**src/rtl/rename_ckpt.sv**
```systemverilog
// rename_ckpt: register-rename stage. Map table plus circular free list,
// wrapping ROB tag, and NUM_CKPT independent branch checkpoints.
module rename_ckpt #(
    parameter int ARCH_REGS = 32,
    parameter int PHYS_REGS = 128,
    parameter int ROB_DEPTH = 16,
    parameter int NUM_CKPT  = 4,
    parameter int PAYLOAD_W = 64,
    localparam int AW = $clog2(ARCH_REGS),
    localparam int PW = $clog2(PHYS_REGS),
    localparam int TW = $clog2(ROB_DEPTH),
    localparam int CW = $clog2(NUM_CKPT)
) (
    input  logic                 clk,
    input  logic                 reset,
    input  logic                 valid_in,
    output logic                 ready_in,
    input  logic [AW-1:0]        in_rs1,
    input  logic [AW-1:0]        in_rs2,
    input  logic [AW-1:0]        in_rd,
    input  logic [6:0]           in_opcode,
    input  logic [PAYLOAD_W-1:0] in_payload,
    input  logic                 commit_valid,
    input  logic [PW-1:0]        commit_preg,
    input  logic                 br_resolve,
    input  logic [CW-1:0]        br_tag,
    input  logic                 br_mispredict,
    output logic                 valid_out,
    input  logic                 ready_out,
    output logic [PW-1:0]        out_ps1,
    output logic [PW-1:0]        out_ps2,
    output logic [PW-1:0]        out_pd_new,
    output logic [PW-1:0]        out_pd_old,
    output logic [TW-1:0]        out_rob_tag,
    output logic [CW-1:0]        out_br_tag,
    output logic [6:0]           out_opcode,
    output logic [PAYLOAD_W-1:0] out_payload
);

    localparam int FL_DEPTH = PHYS_REGS - ARCH_REGS;
    localparam logic [6:0] OP_STORE  = 7'b0100011;
    localparam logic [6:0] OP_BRANCH = 7'b1100011;

    // Free-list pointers: [PW] is the wrap bit, [PW-1:0] the slot index.
    logic [PW-1:0]       map    [ARCH_REGS];
    logic [PW-1:0]       fl     [FL_DEPTH];
    logic [PW:0]         rd_ptr;
    logic [PW:0]         wr_ptr;
    logic [TW-1:0]       tag;
    logic [NUM_CKPT-1:0] live;
    // younger[j][k]: checkpoint k was allocated while j was live.
    logic [NUM_CKPT-1:0] younger [NUM_CKPT];

    logic [PW-1:0]       ck_map [NUM_CKPT][ARCH_REGS];
    logic [PW:0]         ck_rd  [NUM_CKPT];
    logic [TW-1:0]       ck_tag [NUM_CKPT];

    logic                writes, is_br, fl_empty, ckpt_full, fire, push;
    logic                flush, resolve_ok;
    logic [CW-1:0]       free_idx;
    logic                found;
    logic [NUM_CKPT-1:0] live_keep;

    function automatic logic [PW:0] ptr_inc(input logic [PW:0] p);
        if (p[PW-1:0] == PW'(FL_DEPTH - 1))
            return {~p[PW], {PW{1'b0}}};
        return {p[PW], p[PW-1:0] + PW'(1)};
    endfunction

    assign writes     = (in_opcode != OP_STORE) && (in_opcode != OP_BRANCH) && (in_rd != '0);
    assign is_br      = (in_opcode == OP_BRANCH);
    assign fl_empty   = (rd_ptr == wr_ptr);
    assign ckpt_full  = &live;
    assign ready_in   = (ready_out || !valid_out) && !(writes && fl_empty)
                        && !(is_br && ckpt_full) && !(br_resolve && br_mispredict);
    assign fire       = valid_in && ready_in;
    assign push       = commit_valid && (commit_preg != '0);
    assign flush      = br_resolve && br_mispredict && live[br_tag];
    assign resolve_ok = br_resolve && !br_mispredict && live[br_tag];

    // Lowest-index free checkpoint, and the live set after a correct resolve.
    always_comb begin
        free_idx  = '0;
        found     = 1'b0;
        live_keep = live;
        for (int unsigned i = 0; i < NUM_CKPT; i++) begin
            if (!live[i] && !found) begin
                free_idx = CW'(i);
                found    = 1'b1;
            end
        end
        if (resolve_ok)
            live_keep[br_tag] = 1'b0;
    end

    // Rename state, checkpoint bookkeeping and the output register.
    always_ff @(posedge clk or posedge reset) begin
        if (reset) begin
            for (int unsigned i = 0; i < ARCH_REGS; i++) map[i] <= PW'(i);
            for (int unsigned i = 0; i < FL_DEPTH; i++)  fl[i]  <= PW'(ARCH_REGS + i);
            for (int unsigned i = 0; i < NUM_CKPT; i++)  younger[i] <= '0;
            rd_ptr      <= '0;
            wr_ptr      <= {1'b1, {PW{1'b0}}};
            tag         <= '0;
            live        <= '0;
            valid_out   <= 1'b0;
            out_ps1     <= '0;
            out_ps2     <= '0;
            out_pd_new  <= '0;
            out_pd_old  <= '0;
            out_rob_tag <= '0;
            out_br_tag  <= '0;
            out_opcode  <= '0;
            out_payload <= '0;
        end else begin
            // Commit push is independent of recovery: freed registers stay freed.
            if (push) begin
                fl[wr_ptr[PW-1:0]] <= commit_preg;
                wr_ptr             <= ptr_inc(wr_ptr);
            end
            if (flush) begin
                map       <= ck_map[br_tag];
                rd_ptr    <= ck_rd[br_tag];
                tag       <= ck_tag[br_tag];
                valid_out <= 1'b0;
                for (int unsigned k = 0; k < NUM_CKPT; k++) begin
                    if (CW'(k) == br_tag || younger[br_tag][k]) begin
                        live[k] <= 1'b0;
                        for (int unsigned j = 0; j < NUM_CKPT; j++) younger[j][k] <= 1'b0;
                    end
                end
            end else begin
                if (resolve_ok) begin
                    live[br_tag] <= 1'b0;
                    for (int unsigned j = 0; j < NUM_CKPT; j++) younger[j][br_tag] <= 1'b0;
                end
                if (fire) begin
                    out_ps1     <= map[in_rs1];
                    out_ps2     <= map[in_rs2];
                    out_pd_new  <= writes ? fl[rd_ptr[PW-1:0]] : '0;
                    out_pd_old  <= writes ? map[in_rd] : '0;
                    out_rob_tag <= tag;
                    out_br_tag  <= is_br ? free_idx : '0;
                    out_opcode  <= in_opcode;
                    out_payload <= in_payload;
                    tag         <= tag + TW'(1);
                    if (writes) begin
                        map[in_rd] <= fl[rd_ptr[PW-1:0]];
                        rd_ptr     <= ptr_inc(rd_ptr);
                    end
                    if (is_br) begin
                        live[free_idx]    <= 1'b1;
                        younger[free_idx] <= '0;
                        for (int unsigned j = 0; j < NUM_CKPT; j++)
                            younger[j][free_idx] <= live_keep[j];
                    end
                end
                if (fire)
                    valid_out <= 1'b1;
                else if (ready_out)
                    valid_out <= 1'b0;
            end
        end
    end

    // Checkpoint snapshot: pre-rename map, read pointer, tag after the branch.
    always_ff @(posedge clk) begin
        if (fire && is_br) begin
            ck_map[free_idx] <= map;
            ck_rd[free_idx]  <= rd_ptr;
            ck_tag[free_idx] <= tag + TW'(1);
        end
    end

endmodule

```
**config.mk**
```make
export PLATFORM = sky130hd
export DESIGN_NAME = rename_ckpt
export DESIGN_NICKNAME = d
export VERILOG_FILES = /design/src/rtl/rename_ckpt.sv
export SDC_FILE = /design/constraint.sdc
export NUM_CORES = 2
export LEC_CHECK = 0
export CORE_MARGIN = 1
export CORE_UTILIZATION = 56
export DETAILED_ROUTE_END_ITERATION = 16
export PLACE_DENSITY = 0.76
export SYNTH_ARGS = -nofsm -noshare
export SYNTH_HDL_FRONTEND = slang
export SYNTH_SLANG_ARGS = --single-unit
export TNS_END_PERCENT = 20
```
**constraint.sdc**
```tcl
create_clock -name clk -period 40.7 [get_ports clk]
set_input_delay 12.21 -clock clk [delete_from_list [all_inputs] [get_ports clk]]
set_output_delay 12.21 -clock clk [all_outputs]
set_load 0.01 [all_outputs]
```
==> metrics.txt <==
status finished clean; reg-to-reg slack, setup ~35 ns; family with the most delay on the worst path simple AND/OR/NAND/NOR gates; HP Class register to register; drt drc 0; Synth cell types 64; die height around 390 microns; drt initial violations 5,313; PortBufs about 210; syn avg cell area ~17 sq um; CTS tree built; setup TNS 0 ns; max incr delay on CP roughly 0.76 ns; LEAKAGE roughly 36 nW; Worst-Skew Late Latency 0.84 ns; number of buffers created by CTS approximately 190; period utilisation layout between 60% and 70%; GRT Overall Usage between 20% and 30%; CTS clock-pin slew for the worst setup and hold paths ~0.06 ns; crit end category output port; CP Class primary input to output port; area grow syn2layout 12.45%; r2r startpoint rd_ptr[1]; initial antenna violation count 6; post-DP HPWL roughly 130 mm; Buf+Inv Stages, Crit Path 2; Layout fillers approximately 10,000; cell row count approximately 140; Root Driver clkbuf_16; top fanout value on the critical path 5; clock tree buffer depth 3; DR pass1 iterations 6; total gr overflow 0; Pwr per Cell Area 64.67 nW/um^2; Slew Limit Fails 0; Worst Path Required 28.49 ns; Max-slew headroom 18.90%; Post-CTS Setup Inserts 0; via count 49,830; first-pass GRT wire length 326.9 mm; Seq/Total Area, Yosys around 64%; CP Cell Sequence clkdlybuf4s50_1 -> nor4b_1 -> nand4_1 -> o32ai_1 -> nor2_1 -> clkdlybuf4s50_1; WL final around 220 mm; Core Area approximately 150,000 sq um; Worst Skew approximately 0.05 ns; Die ar. 154,600 sq um; share of layout cells above drive strength 1 39.00%; Synth top cells by count edfxtp_1 (944), mux2_2 (698), dfrtp_1 (589), mux4_2 (538), dfstp_2 (449); vias in the first global route approximately 50,000; post-DR vias/cell 6.675; RSZ-0062 raised after global routing no; Worst Max-Slew Pin Slew ~1.2 ns; final std cells w/o fill around 7,500; GPL Wtd Cong 0.8717; Initial Util approximately 56%; max_cap viols 0; Worst R2R Path Depth 10; Worst setup SP type primary input; WP data arrival 15.30 ns; Max Fclk between 30 and 40 MHz; Final setup viols 0; H-tree depth 4; worst setup path start in_opcode[3]; FF/Latch Area about 55,000 sq um; Ys Warns 0; Crit. path cell count 6; Post-Syn Area approximately 86,000 sq um; most common cell in the netlist edfxtp_1; dominant synthesized flop cell edfxtp_1; Hold Fails Final Rpt 0; syn_nets between 5,000 and 6,000; post-cts repair resize count 0; multi-input logic area about 30,000 sq um; Avg WL per Cell between 20 and 30 microns; hold depth 2; ANT nets after route 0; synth top area cells edfxtp_1 (33%), dfrtp_1 (17%), mux4_2 (14%); FF+latch count, synth 1,982; # nets final around 5,400; Die X between 300 and 400 microns; Synth Instances 5,129; dpl cells roughly 7,100; # clock sinks 1,982; Peak VDD IR approximately 0.057 mV; CP max-delay cell nor4b_1; Period minus WS final around 28 ns; Yosys top cell by area edfxtp_1; Post-synth EDFFs 944; Post-CTS Hold Fix Bufs 0; fraction of registers with async set/reset a little over half; share of the synthesized area in the top cell type between 30 and 40%; largest net degree at the start of global routing roughly 190; worst setup path endpoint ready_in; most used cell, CP clkdlybuf4s50_1; I/O pins about 210; Worst R2R End map[86]
## final cells by class
class	count	share of cell area [%]
Inverter	8	0.05455
Sequential cell	1982	56.98
Timing Repair Buffer	288	2.852
Clock buffer	272	5.646
Clock inverter	98	1.327
Antenna cell	2	0.005195
Multi-Input combinational cell	2785	30.50
Tap cell	2030	2.636
## metrics by stage
step                util, %  setup WS (ns)  power (mW)  cell area [sq um]  hold slack (ns)
finish                63.42          13.19       6.230              96340           0.4731
global route          63.42          13.00       6.439              96340           0.4872
global placement      59.00          13.25       4.299              89620           0.4575
floorplan                 -        0.01978       3.738              85680           0.4481
detailed placement    59.00          13.27       4.362              89620           0.4626
CTS                   63.42          13.19       6.228              96340           0.4766
## report_power, final
part           total, mW  switching [mW]  internal [mW]
Clock               1.87           0.791           1.08
Sequential          2.92           0.345           2.57
Combinational       1.44           0.810          0.635
## cell families after synthesis
kind of cell	Yosys count	share of synthesized area (%)
flops	1982	64.06
mux	1376	24.95
fa+ha+maj	3	0.04382
simple gates	623	3.090
compound gates	764	5.825
xor+xnor	19	0.1942
buf+inv	362	1.836
## worst min path at each step
stage                    start              end  slack, ns
6_report       out_payload[55]  out_payload[55]       0.47
5_1_grt        out_payload[37]  out_payload[37]       0.49
4_1_cts        out_payload[26]  out_payload[26]       0.48
3_5_place_dp   out_payload[37]  out_payload[37]       0.46
3_3_place_gp   out_payload[61]  out_payload[61]       0.46
2_1_floorplan      younger[10]      younger[10]       0.45
## cell usage in the layout, fill, tap and decap left out, types with 21 or more instances in the layout
cell type        netlist  layout
a22o_1                36      36
clkbuf_1             248      50
dfstp_2              449     449
edfxtp_1             944     944
mux4_2               538     538
dfrtp_1              589     585
clkinv_2               0      33
mux2i_1              140     140
clkbuf_16              0     195
a22oi_1              257     257
bufinv_16              0      21
nor2_1                89      84
a21oi_1               64      64
mux2_2               698     698
nand2_1              414     414
o21ai_0              242     242
clkdlybuf4s50_1        0     192
clkbuf_8               0      27
clkinv_1               0      21
o21ai_1               49      49
buf_4                  6      82
## tightest hold or removal path, delay by kind of cell, from the launching register on
family / cells / cell delay, ns
flip-flops: 1 / 0.34
AND/OR/NAND/NOR: 2 / 0.10
## sequential cells by signal, summed over array words and instances (netlist names)
signal / flops
valid_out: 1
out_pd_old: 7
out_rob_tag: 4
live: 4
rd_ptr: 8
out_br_tag: 2
ck_tag: 16
out_ps1: 7
younger: 12
tag: 4
out_payload: 64
out_ps2: 7
ck_map: 896
out_pd_new: 7
ck_rd: 32
fl: 672
wr_ptr: 8
map: 224
out_opcode: 7
## layer usage
metal	wire length, microns	track usage (%)
met5	44	0
met3	19320	5.390
met2	103600	44.14
met4	9994	12.30
met1	84590	39.84
Power figures use the tool's default switching activity.
